===== src/rtl/ps2_dev_tx.sv =====
// PS/2 device-side transmitter: a 4-deep byte FIFO feeding an 11-bit frame
// serializer (start, 8 data LSB first, odd parity, stop). The device drives
// its own PS/2 clock. Data changes only while sclk is high, so the host can
// sample on each falling edge.
module ps2_dev_tx #(
  parameter int HALF_CYC = 5000,
  parameter int GAP_CYC  = 10000
) (
  input  logic       i_clk,
  input  logic       i_rst,
  input  logic [7:0] i_data,
  input  logic       i_valid,
  output logic       o_ready,
  output logic       o_ps2_sclk,
  output logic       o_ps2_data,
  output logic       o_busy,
  output logic       o_done
);

  localparam int MAXC = (HALF_CYC > GAP_CYC) ? HALF_CYC : GAP_CYC;
  localparam int CW   = $clog2(MAXC + 1);

  localparam logic [1:0] S_IDLE = 2'd0;
  localparam logic [1:0] S_HIGH = 2'd1;
  localparam logic [1:0] S_LOW  = 2'd2;
  localparam logic [1:0] S_GAP  = 2'd3;

  localparam logic [CW-1:0] HALF_LAST = CW'(HALF_CYC - 1);
  localparam logic [CW-1:0] GAP_LAST  = CW'(GAP_CYC - 1);
  localparam logic [3:0]    LAST_BIT  = 4'd10;

  logic [7:0]    r_mem [4];
  logic [1:0]    r_wr_ptr;
  logic [1:0]    r_rd_ptr;
  logic [2:0]    r_count;
  logic [1:0]    r_state;
  logic [CW-1:0] r_cnt;
  logic [3:0]    r_bit;
  logic [7:0]    r_byte;
  logic          r_sclk;
  logic          r_data;
  logic          r_done;
  logic          w_push;
  logic          w_pop;
  logic [3:0]    w_next_bit;

  // Line level for frame position idx: 0 start, 1..8 data LSB first, 9 odd parity, 10 stop.
  function automatic logic frame_bit(input logic [7:0] d, input logic [3:0] idx);
    logic [3:0] k;
    k = idx - 4'd1;
    if (idx == 4'd0)       return 1'b0;
    else if (idx <= 4'd8)  return d[k[2:0]];
    else if (idx == 4'd9)  return ~^d;
    else                   return 1'b1;
  endfunction

  assign o_ready    = (r_count != 3'd4);
  assign w_push     = i_valid & o_ready;
  assign w_pop      = (r_state == S_IDLE) && (r_count != 3'd0);
  assign w_next_bit = r_bit + 4'd1;
  assign o_busy     = (r_state != S_IDLE);
  assign o_ps2_sclk = r_sclk;
  assign o_ps2_data = r_data;
  assign o_done     = r_done;

  // FIFO storage and the byte being serialized; pure data, so no reset.
  always_ff @(posedge i_clk) begin
    if (w_push) r_mem[r_wr_ptr] <= i_data;
    if (w_pop)  r_byte <= r_mem[r_rd_ptr];
  end

  // FIFO pointers and occupancy; push and pop in the same cycle cancel in the count.
  always_ff @(posedge i_clk or posedge i_rst) begin
    if (i_rst) begin
      r_wr_ptr <= 2'd0;
      r_rd_ptr <= 2'd0;
      r_count  <= 3'd0;
    end else begin
      if (w_push) r_wr_ptr <= r_wr_ptr + 2'd1;
      if (w_pop)  r_rd_ptr <= r_rd_ptr + 2'd1;
      case ({w_push, w_pop})
        2'b10:   r_count <= r_count + 3'd1;
        2'b01:   r_count <= r_count - 3'd1;
        default: r_count <= r_count;
      endcase
    end
  end

  // Frame FSM: each bit is HALF_CYC cycles of sclk high followed by HALF_CYC low.
  always_ff @(posedge i_clk or posedge i_rst) begin
    if (i_rst) begin
      r_state <= S_IDLE;
      r_cnt   <= '0;
      r_bit   <= 4'd0;
      r_sclk  <= 1'b1;
      r_data  <= 1'b1;
      r_done  <= 1'b0;
    end else begin
      r_done <= 1'b0;
      case (r_state)
        S_IDLE: begin
          if (w_pop) begin
            r_state <= S_HIGH;
            r_cnt   <= '0;
            r_bit   <= 4'd0;
            r_sclk  <= 1'b1;
            r_data  <= 1'b0;
          end
        end
        S_HIGH: begin
          if (r_cnt == HALF_LAST) begin
            r_state <= S_LOW;
            r_cnt   <= '0;
            r_sclk  <= 1'b0;
          end else begin
            r_cnt <= r_cnt + 1'b1;
          end
        end
        S_LOW: begin
          if (r_cnt == HALF_LAST) begin
            r_cnt  <= '0;
            r_sclk <= 1'b1;
            if (r_bit == LAST_BIT) begin
              r_state <= S_GAP;
              r_data  <= 1'b1;
              r_done  <= 1'b1;
            end else begin
              r_state <= S_HIGH;
              r_bit   <= w_next_bit;
              r_data  <= frame_bit(r_byte, w_next_bit);
            end
          end else begin
            r_cnt <= r_cnt + 1'b1;
          end
        end
        default: begin
          if (r_cnt == GAP_LAST) begin
            r_state <= S_IDLE;
            r_cnt   <= '0;
          end else begin
            r_cnt <= r_cnt + 1'b1;
          end
        end
      endcase
    end
  end

endmodule

===== config.mk =====
export PLATFORM = sky130hd
export DESIGN_NAME = ps2_dev_tx
export DESIGN_NICKNAME = d
export VERILOG_FILES = /design/src/rtl/ps2_dev_tx.sv
export SDC_FILE = /design/constraint.sdc
export NUM_CORES = 1
export LEC_CHECK = 0
export CAP_MARGIN = 20
export CORE_MARGIN = 4
export CORE_UTILIZATION = 40
export DETAILED_ROUTE_END_ITERATION = 10
export DONT_BUFFER_PORTS = 1
export GPL_ROUTABILITY_DRIVEN = 0
export PLACE_DENSITY = 0.61
export SLEW_MARGIN = 20
export SYNTH_ARGS = -nofsm -noshare
export SYNTH_HDL_FRONTEND = slang
export SYNTH_SLANG_ARGS = --single-unit
export TNS_END_PERCENT = 20

===== constraint.sdc =====
create_clock -name i_clk -period 3.24 [get_ports i_clk]
set_clock_uncertainty 0.15 [all_clocks]
set_input_delay 0.648 -clock i_clk [delete_from_list [all_inputs] [get_ports i_clk]]
set_output_delay 0.648 -clock i_clk [all_outputs]
set_load 0.01 [all_outputs]

==> summary.txt <==
CTS
  – Worst skew pair latency: 330 ps
  – Post-CTS Setup Bufs: 0
  – Clk buf depth: 2
  – CTS clk-pin slew, worst paths: 70 ps
  – Post-CTS resize count: 0
  – Root Driver: clkbuf_8
  – CTS Hold Buffers Added: 1
  – CTS tree: yes
  – H-tree depth: 3
  – Clock Sinks: 70
  – Inserted Clock Buffers: 9

Die
  – Initial Utilization: 41.2%
  – Std-Cell Core Area: 8260 um^2
  – Die Y: about 100 um
  – Die W: approximately 100 um
  – Die area: 10100 um^2
  – Io pins: 16
  – Cell Rows: 33

Run
  – Max-cap violations: 0

Drt
  – WL per Instance: about 15 um
  – Vias: 2018
  – Vias per cell: 5.27
  – Routed WL: ~5700 um
  – 1st-iter DRT viols: 146
  – Antenna Violating Nets Remaining: 0
  – DRC Markers: 0
  – Drt first pass iters: 4

Critical path
  – Crit-path cells: inv_1 > ha_1 > nand2b_1 > inv_1 > ha_1 > inv_1 > fa_1 > xor2_1 > nor2_1 > xor2_1
  – Critical-path top delay cell: dfrtp_1
  – Critical Path Sink Type: register
  – Worst Path Max Fanout: 10
  – R2R Setup Slk: 680 ps
  – Most frequent cell on the critical path: inv_1
  – Worst r2r dst: r_count[2]
  – R2r worst-path depth: 10
  – Critical Path RT: 3340 ps
  – CP Launch Point: r_state[0]
  – Worst Setup Path Type: reg -> reg
  – Crit path launch type: register
  – Worst Path Arrival: 2660 ps
  – Worst stage delay on the critical path: about 440 ps
  – FF-to-FF Start: r_state[0]

Worst hold path
  – Hold_sp: i_data[6]
  – Hold EP: r_mem[0][6]
  – Hold Crit Depth: 0
  – Min-delay worst type: in -> reg

Logic synthesis
  – Synthesized instance count: 267
  – Yosys cell types: 48
  – Sequential area share after synthesis: between 50% and 60%
  – Top cell type's share of synthesized area: 35.3%
  – Top cells by area, synth: edfxtp_1, dfrtp_1, mux4_2
  – Syn Nets: about 300
  – Asr flop ratio synth: 42.9%
  – Number of flops mapped to enable cells by yosys: 40
  – Synth warn: 0
  – Largest area contributor in the netlist: edfxtp_1
  – Synth Area per Inst: 12.8 um^2
  – Top FF cell, synth: edfxtp_1
  – #FFs+latches synth: 70
  – Cell area after synthesis: 3400 um^2

Cells and area
  – Area Overhead vs Synth: 10.4%
  – Most common cell after layout, fill and taps aside: edfxtp_1
  – # nets final: 300
  – Leading cell types in the layout, fill and taps excluded: edfxtp_1, dfrtp_1, nand2_1
  – Layout fillers: 758
  – Final core utilization: 45.5%
  – Layout cell share with drive strength beyond 1: roughly 15%
  – Ant. Diodes: 0

Global routing
  – Largest net degree at the start of global routing: 30
  – GR peak layer: met2
  – Total global-route track usage: 12.4%
  – Initial antenna violation count: 0
  – Met3 usage: 3.82%
  – GR Layer Usage met2: 18.3%
  – Vias in the first global route: 2000
  – First-pass GRT wire length: 9740 um
  – Met1 usage: around 17%
  – Grt ovf: 0

STA
  – Worst-margin pin slew: ~580 ps
  – Max_slew headroom: 61.3%
  – Max-slew violations: 0
  – Final setup vio count: 0
  – Minimum clock period: 2560 ps
  – TNS Setup: 0 ps
  – Maximum clock frequency: slightly below 400 MHz
  – Final period util: 78.9%
  – RSZ-0062 raised after global routing: no
  – Hold Fails Final Rpt: 0
  – Setup WS post-layout: 685 ps

Power
  – Switching pwr: 1.07 mW
  – Gate power share: 32.9%
  – Sw frac: 32.6%
  – Pwr per Cell Area: a little under 900 nW/um^2
  – Int Pwr: 2.21 mW
  – Flop pwr share: 42.0%
  – Max IR drop VDD: between 0.0002 and 0.0003 V
  – Leak: 1.47 nW
  – Clock power share: between 20% and 30%

Place
  – Dpl ws: slightly below 700 ps
  – Port bufs: 0
  – Post-DP HPWL: 3980 um

Status
  – Status: completed
area by class of cell:
| cell class | instances | area [um^2] | area share [%] |
|---|---|---|---|
| flip-flops and latches | 70 | 1950 | 52.0 |
| inverters | 15 | 56.3 | 1.50 |
| well taps | 105 | 131 | 3.50 |
| repair buffers | 2 | 17.5 | 0.466 |
| clock buffers | 9 | 124 | 3.30 |
| multi-input cells | 176 | 1360 | 36.3 |
| clock inverters | 6 | 111 | 2.96 |
metal layers:
layer  share of wire, %  up-vias  wire length (um)
met4                1.6        0                89
met3                4.7        6               269
li1                   -      983                 -
met1                 48      986              2740
met5                  0        -                 0
met2                 45       43              2560
cell usage after synthesis (2+ instances only):
| cell | count |
|---|---|
| ha_1 | 14 |
| nand2_1 | 24 |
| a22o_2 | 3 |
| xnor2_1 | 12 |
| nor3_1 | 5 |
| o31ai_1 | 3 |
| nand2b_1 | 2 |
| nor2b_1 | 3 |
| nor2_1 | 19 |
| and2_1 | 2 |
| clkbuf_1 | 4 |
| a21oi_1 | 7 |
| xor2_1 | 9 |
| dfrtp_1 | 28 |
| a21o_1 | 2 |
| mux4_2 | 10 |
| nand3_1 | 9 |
| nand4_1 | 3 |
| and3_2 | 2 |
| o21ai_0 | 16 |
| dfstp_2 | 2 |
| a22o_1 | 5 |
| edfxtp_1 | 40 |
| inv_1 | 15 |
| and3_1 | 5 |
logic make-up (layout without fill, tap and decap cells):
logic type	after synthesis	in the layout	share of synthesized area [%]
compound gates	43	43	8.78
xor+xnor	21	21	5.40
fa+ha+maj	15	15	5.73
buf+inv	21	32	2.54
flops	70	70	57.4
mux	11	11	6.95
simple gates	86	86	13.2
metrics by stage:
| step | cell area (um^2) | hold WS, ps | total power [mW] | cells |
|---|---|---|---|---|
| 3_3_place_gp | 3510 | 238 | 2.47 | 367 |
| 4_1_cts | 3760 | 242 | 3.32 | 383 |
| 5_1_grt | 3760 | 230 | 3.52 | 383 |
| 3_5_place_dp | 3510 | 244 | 2.49 | 367 |
| 6_report | 3760 | 258 | 3.28 | 383 |
| 2_1_floorplan | 3400 | 315 | 2.25 | 267 |
flip-flops by register name, indices dropped and copies added (netlist names), 2 cells and up:
signal	cells
r_cnt	14
r_mem	32
r_byte	8
r_rd_ptr	2
r_wr_ptr	2
r_count	3
r_bit	4
r_state	2
worst max-delay path: cells and delay by family, from the launching register on:
kind	cells	cell delay (ps)
adders and majority gates	3	890
buffers and inverters	3	470
and+or+nand+nor	2	240
DFF	1	440
xor gates and xnor gates	2	300
worst max path at each step:
stage and to:
2_1_floorplan r_count[2], 3_3_place_gp r_count[2], 3_5_place_dp r_count[2], 4_1_cts r_count[2]
5_1_grt r_count[2], 6_report r_count[2]
power by group through the flow:
stage / Clock [mW] / Sequential [mW] / Combinational (mW)
2_1_floorplan: 0 / 1.31 / 0.941
6_report: 0.823 / 1.38 / 1.08
4_1_cts: 0.844 / 1.38 / 1.09
5_1_grt: 0.883 / 1.41 / 1.23
3_5_place_dp: 0 / 1.40 / 1.08
3_3_place_gp: 0 / 1.40 / 1.07
Note: power is estimated with default switching activity, not from simulation.
